### src/rtl/uart_pkg.sv
// Shared UART definitions: frame state encoding and default timing/width constants,
// common to the transmitter and receiver.
package uart_pkg;

  localparam int unsigned UART_CLKS_PER_BIT = 16;
  localparam int unsigned UART_WIDTH        = 8;

  typedef enum logic [2:0] {
    ST_IDLE   = 3'd0,
    ST_POP    = 3'd1,
    ST_LOAD   = 3'd2,
    ST_START  = 3'd3,
    ST_DATA   = 3'd4,
    ST_PARITY = 3'd5,
    ST_STOP   = 3'd6
  } uart_state_e;

endpackage

### src/rtl/uart_baud_gen.sv
// Baud counter: counts 0..CLKS_PER_BIT-1 and wraps, tick marks the terminal count.
module uart_baud_gen #(
  parameter int unsigned CLKS_PER_BIT = 16
) (
  input  logic clk,
  input  logic rst_n,
  input  logic clear,
  output logic tick
);

  localparam int unsigned CNT_W = (CLKS_PER_BIT > 1) ? $clog2(CLKS_PER_BIT) : 1;

  logic [CNT_W-1:0] cnt_q;
  logic [CNT_W-1:0] cnt_d;

  assign tick = (cnt_q == CNT_W'(CLKS_PER_BIT - 1));

  always_comb begin
    cnt_d = cnt_q + CNT_W'(1);
    if (clear) begin
      cnt_d = '0;
    end else if (tick) begin
      cnt_d = '0;
    end else begin
      cnt_d = cnt_q + CNT_W'(1);
    end
  end

  always_ff @(posedge clk) begin
    if (!rst_n) begin
      cnt_q <= '0;
    end else begin
      cnt_q <= cnt_d;
    end
  end

endmodule

### src/rtl/uart_tx.sv
// UART transmitter popping bytes from a registered-output FIFO.
// Define UART_TX_PARITY_EN to append an even-parity bit before the stop bit.
module uart_tx
  import uart_pkg::*;
#(
  parameter int unsigned CLKS_PER_BIT = UART_CLKS_PER_BIT,
  parameter int unsigned WIDTH        = UART_WIDTH
) (
  input  logic             clk,
  input  logic             rst_n,
  input  logic             fifo_empty,
  input  logic [WIDTH-1:0] fifo_data,
  output logic             fifo_re,
  output logic             tx,
  output logic             busy,
  output logic             tx_done
);

  localparam int unsigned IDX_W = (WIDTH > 1) ? $clog2(WIDTH) : 1;

  uart_state_e      state_q, state_d;
  logic [WIDTH-1:0] shift_q, shift_d;
  logic [IDX_W-1:0] idx_q, idx_d;
  logic             tx_q, tx_d;
  logic             busy_q;
  logic             baud_clear_s;
  logic             tick_s;
`ifdef UART_TX_PARITY_EN
  logic             parity_q, parity_d;
`endif

  uart_baud_gen #(.CLKS_PER_BIT(CLKS_PER_BIT)) u_baud (
    .clk   (clk),
    .rst_n (rst_n),
    .clear (baud_clear_s),
    .tick  (tick_s)
  );

  // Next-state, shift/index update and handshake outputs
  always_comb begin
    state_d      = state_q;
    shift_d      = shift_q;
    idx_d        = idx_q;
    baud_clear_s = 1'b0;
    fifo_re      = 1'b0;
    tx_done      = 1'b0;
`ifdef UART_TX_PARITY_EN
    parity_d     = parity_q;
`endif
    case (state_q)
      ST_IDLE: begin
        baud_clear_s = 1'b1;
        // rst_n gate keeps the FIFO untouched while reset is still held
        if (!fifo_empty && rst_n) begin
          fifo_re = 1'b1;
          state_d = ST_POP;
        end else begin
          state_d = ST_IDLE;
        end
      end
      ST_POP: begin
        baud_clear_s = 1'b1;
        state_d      = ST_LOAD;
      end
      ST_LOAD: begin
        baud_clear_s = 1'b1;
        shift_d      = fifo_data;
        idx_d        = '0;
`ifdef UART_TX_PARITY_EN
        parity_d     = ^fifo_data;
`endif
        state_d      = ST_START;
      end
      ST_START: begin
        if (tick_s) begin
          state_d = ST_DATA;
        end else begin
          state_d = ST_START;
        end
      end
      ST_DATA: begin
        if (tick_s && (idx_q == IDX_W'(WIDTH - 1))) begin
`ifdef UART_TX_PARITY_EN
          state_d = ST_PARITY;
`else
          state_d = ST_STOP;
`endif
        end else if (tick_s) begin
          idx_d   = idx_q + IDX_W'(1);
          shift_d = shift_q >> 1;
        end else begin
          state_d = ST_DATA;
        end
      end
`ifdef UART_TX_PARITY_EN
      ST_PARITY: begin
        if (tick_s) begin
          state_d = ST_STOP;
        end else begin
          state_d = ST_PARITY;
        end
      end
`endif
      ST_STOP: begin
        if (tick_s) begin
          tx_done = 1'b1;
          state_d = ST_IDLE;
        end else begin
          state_d = ST_STOP;
        end
      end
      default: begin
        baud_clear_s = 1'b1;
        state_d      = ST_IDLE;
      end
    endcase
  end

  // Line level for the upcoming state, so tx comes straight from a flop
  always_comb begin
    tx_d = 1'b1;
    case (state_d)
      ST_START:  tx_d = 1'b0;
      ST_DATA:   tx_d = shift_d[0];
`ifdef UART_TX_PARITY_EN
      ST_PARITY: tx_d = parity_d;
`endif
      default:   tx_d = 1'b1;
    endcase
  end

  // State and datapath registers with synchronous reset
  always_ff @(posedge clk) begin
    if (!rst_n) begin
      state_q  <= ST_IDLE;
      shift_q  <= '0;
      idx_q    <= '0;
      tx_q     <= 1'b1;
      busy_q   <= 1'b0;
`ifdef UART_TX_PARITY_EN
      parity_q <= 1'b0;
`endif
    end else begin
      state_q  <= state_d;
      shift_q  <= shift_d;
      idx_q    <= idx_d;
      tx_q     <= tx_d;
      busy_q   <= (state_d != ST_IDLE);
`ifdef UART_TX_PARITY_EN
      parity_q <= parity_d;
`endif
    end
  end

  assign tx   = tx_q;
  assign busy = busy_q;

endmodule

### config.mk
export PLATFORM = sky130hd
export DESIGN_NAME = uart_tx
export DESIGN_NICKNAME = d
export VERILOG_FILES = /design/src/rtl/uart_pkg.sv /design/src/rtl/uart_baud_gen.sv /design/src/rtl/uart_tx.sv
export SDC_FILE = /design/constraint.sdc
export NUM_CORES = 1
export LEC_CHECK = 0
export ABC_AREA = 1
export CORE_AREA = 2 2 63 65
export CTS_BUF_LIST = sky130_fd_sc_hd__clkbuf_4
export DETAILED_ROUTE_END_ITERATION = 8
export DIE_AREA = 0 0 65 67
export PLACE_DENSITY = 0.58
export SETUP_SLACK_MARGIN = 0.5
export SLEW_MARGIN = 15
export SYNTH_ARGS = -nofsm -noshare
export SYNTH_HDL_FRONTEND = slang
export SYNTH_HIERARCHICAL = 1
export SYNTH_SLANG_ARGS = --single-unit
### constraint.sdc
create_clock -name clk -period 2.5 [get_ports clk]
set_clock_uncertainty 0.15 [all_clocks]
set_input_delay 0.25 -clock clk [delete_from_list [all_inputs] [get_ports clk]]
set_output_delay 0.25 -clock clk [all_outputs]
set_load 0.01 [all_outputs]
==> results.txt <==
Critical Path RT -> 2.10 ns
CP endpoint kind -> output port
setup TNS -> 0 ns
f_max -> 0.529 GHz
worst-path cell chain -> nor2_4 -> nand4_1 -> inv_1 -> clkdlybuf4s50_1
Synthesis Warnings -> 6
Worst Tran Pin Value -> 0.579 ns
via count -> 860
overall power -> 0.589 mW
Initial Util -> 28.4%
Root Driver -> clkbuf_4
dpl cell area -> 0.00122 mm2
final slew viol count -> 0
Setup Viol. Count Final -> 0
drt pass-1 iters -> 3
global-route wire length before repair -> 3490 um
core box area -> 0.00361 mm2
Peak supply drop -> 256 uV
startpoint class of the critical path -> flip-flop
Synth Flop Type -> dfxtp_1
TritonCTS clock tree -> yes
grt total ovfl -> 0
Crit Path Class -> flip-flop to output port
Detail Placement HPWL -> 1440 um
outcome -> finished, final reports clean
cell with the largest stage delay on the worst path -> clkdlybuf4s50_1
Clock Path Buffers -> 2
Reg clk slew, reported paths -> 0.10 ns
Tot GR Track Use -> 10.5%
Die W -> 65 um
Crit Path Max Fanout -> 4
Vert. Die Dim -> 67 um
Avg WL per Cell -> 9.13 um
Synth Register Bits -> 20
clk sinks -> 20
static leakage -> 0.531 nW
fin cells -> 200
io pins -> 15
initial antenna violation count -> 0
worst path buffer plus inverter count -> 2
design area -> 0.00127 mm2
maxcap violations -> 0
Cells after Synth -> 134
Post-synth ARST share -> 0%
# DRC -> 0
CP Data Arrival Time -> 1.49 ns
detail-routed via count per cell -> 4.30
Synth Area per Inst -> 7.65 um2
TritonCTS Buffers -> 3
crit-path leading delay family -> buffers and inverters
IO buf count -> 14
period utilization -> 75.6%
row cnt -> 22
area of the multi-input gates -> 527 um2
antenna cells -> 0
Seq. cell area -> 407 um2
layout cells sized above 1 -> 28.9%
die area -> 0.00436 mm2
PD cells -> 463 mW/mm2
RSZ-0062 raised after global routing -> false
Cells after DPL -> 195
final hold viol count -> 0
register area share after synthesis -> 39.1%
Hold Path Class -> input pin to flip-flop
Post-CTS Hold Buffers -> 0
DRT iter0 DRCs -> 33
Post-Route WL -> 1830 um
synthesized cell area -> 0.00102 mm2
routability cong. -> 0.733
Area growth syn-to-layout -> 24.3%
Worst-Skew Late Latency -> 0.30 ns
Final Util -> 35.3%
CP peak stage delay -> 0.52 ns
CTS H-tree lvls -> 1
largest net degree at the start of global routing -> 13
fin crit period -> 1.89 ns
remaining antenna violation count -> 0
Slew headroom -> 61.4%
vias in the first global route -> 827
Mapped Nets -> 148
Layout Nets -> 167
commonest non-fill, non-tap cells in the layout -> nand2_1, nor2_1, inv_1
fillcell total -> 396
post-synth cell types -> 25
number of enable flip-flop cells after synthesis -> 0
==> sequential cells by signal, indices dropped and copies added, names as in the netlist <==
signal        cells
u_baud/cnt_q      4
state_q           3
busy              1
idx_q             3
shift_q           8
tx                1
==> metal layers <==
| layer | wire [um] | share of wire, % | GRT usage [%] | vias to the layer above |
|---|---|---|---|---|
| met5 | 0 | 0 | 0 | - |
| met4 | 19 | 1.0 | 3.19 | 0 |
| met3 | 93 | 5.1 | 4.05 | 2 |
| met2 | 836 | 46 | 16.8 | 13 |
| met1 | 877 | 48 | 13.0 | 393 |
| li1 | - | - | - | 452 |
==> power breakdown <==
group          switching, mW  leakage, nW  total, mW  internal (mW)
clock                 0.0940       0.0154      0.152         0.0581
combinational         0.0503        0.351     0.0953         0.0450
sequential            0.0103        0.165      0.342          0.332
total                  0.155        0.531      0.589          0.435
==> Yosys cell counts, types with 2 or more instances <==
cell	count	area share, %
nand2_4	2	2.2
nand2_1	20	7.3
nand4_1	3	1.8
o21ai_0	2	0.98
inv_2	3	1.1
nor2_1	19	7.0
nor2_2	3	1.8
a21oi_1	8	3.9
dfxtp_1	20	39
nand3_1	3	1.5
nand2_2	10	6.1
inv_1	18	6.6
a21oi_2	9	7.7
ha_1	3	3.7
==> per-stage QoR <==
stage               hold WS (ns)  worst slack (ns)
floorplan                  0.217              1.01
global placement           0.295             0.574
detailed placement         0.308             0.540
CTS                        0.291             0.505
global route               0.130             0.508
finish                     0.144             0.609
==> cells by family after synthesis <==
family          Yosys count  synth area share [%]
fa+ha+maj                 3                  3.66
flops                    20                  39.1
buf+inv                  25                  10.5
xor+xnor                  1                 0.855
simple gates             63                  31.5
compound gates           22                  14.4
==> tightest hold or removal path, cell delays in order <==
cell and delay [ns]:
dlymetal6s2s_1 0.17, nand2_1 0.09, inv_1 0.04
==> layout make-up <==
class,instances,share of cell area (%)
clock inverters,1,0.295
flip-flops and latches,20,31.9
multi-input cells,89,41.4
well taps,48,4.72
clock buffers,3,1.77
repair buffers,15,11.8
inverters,24,8.15
==> what timing repair did <==
| item | 4_1_cts | 5_1_grt |
|---|---|---|
| gates resized for setup | 5 | 6 |
| buffers inserted | 0 | 1 |
| setup endpoints to repair | 2 | 2 |
| pin swaps | 1 | 1 |
==> worst paths after layout <==
| path | endpoint | slack [ns] | startpoint | cells past startpoint |
|---|---|---|---|---|
| max | fifo_re | 0.61 | state_q[1] | 4 |
| max reg2reg | shift_q[4] | 0.92 | u_baud/cnt_q[0] | 9 |
| min | state_q[0] | 0.14 | rst_n | 3 |
| min reg2reg | u_baud/cnt_q[0] | 0.29 | u_baud/cnt_q[0] | 1 |
(Power assumes the default switching activity.)
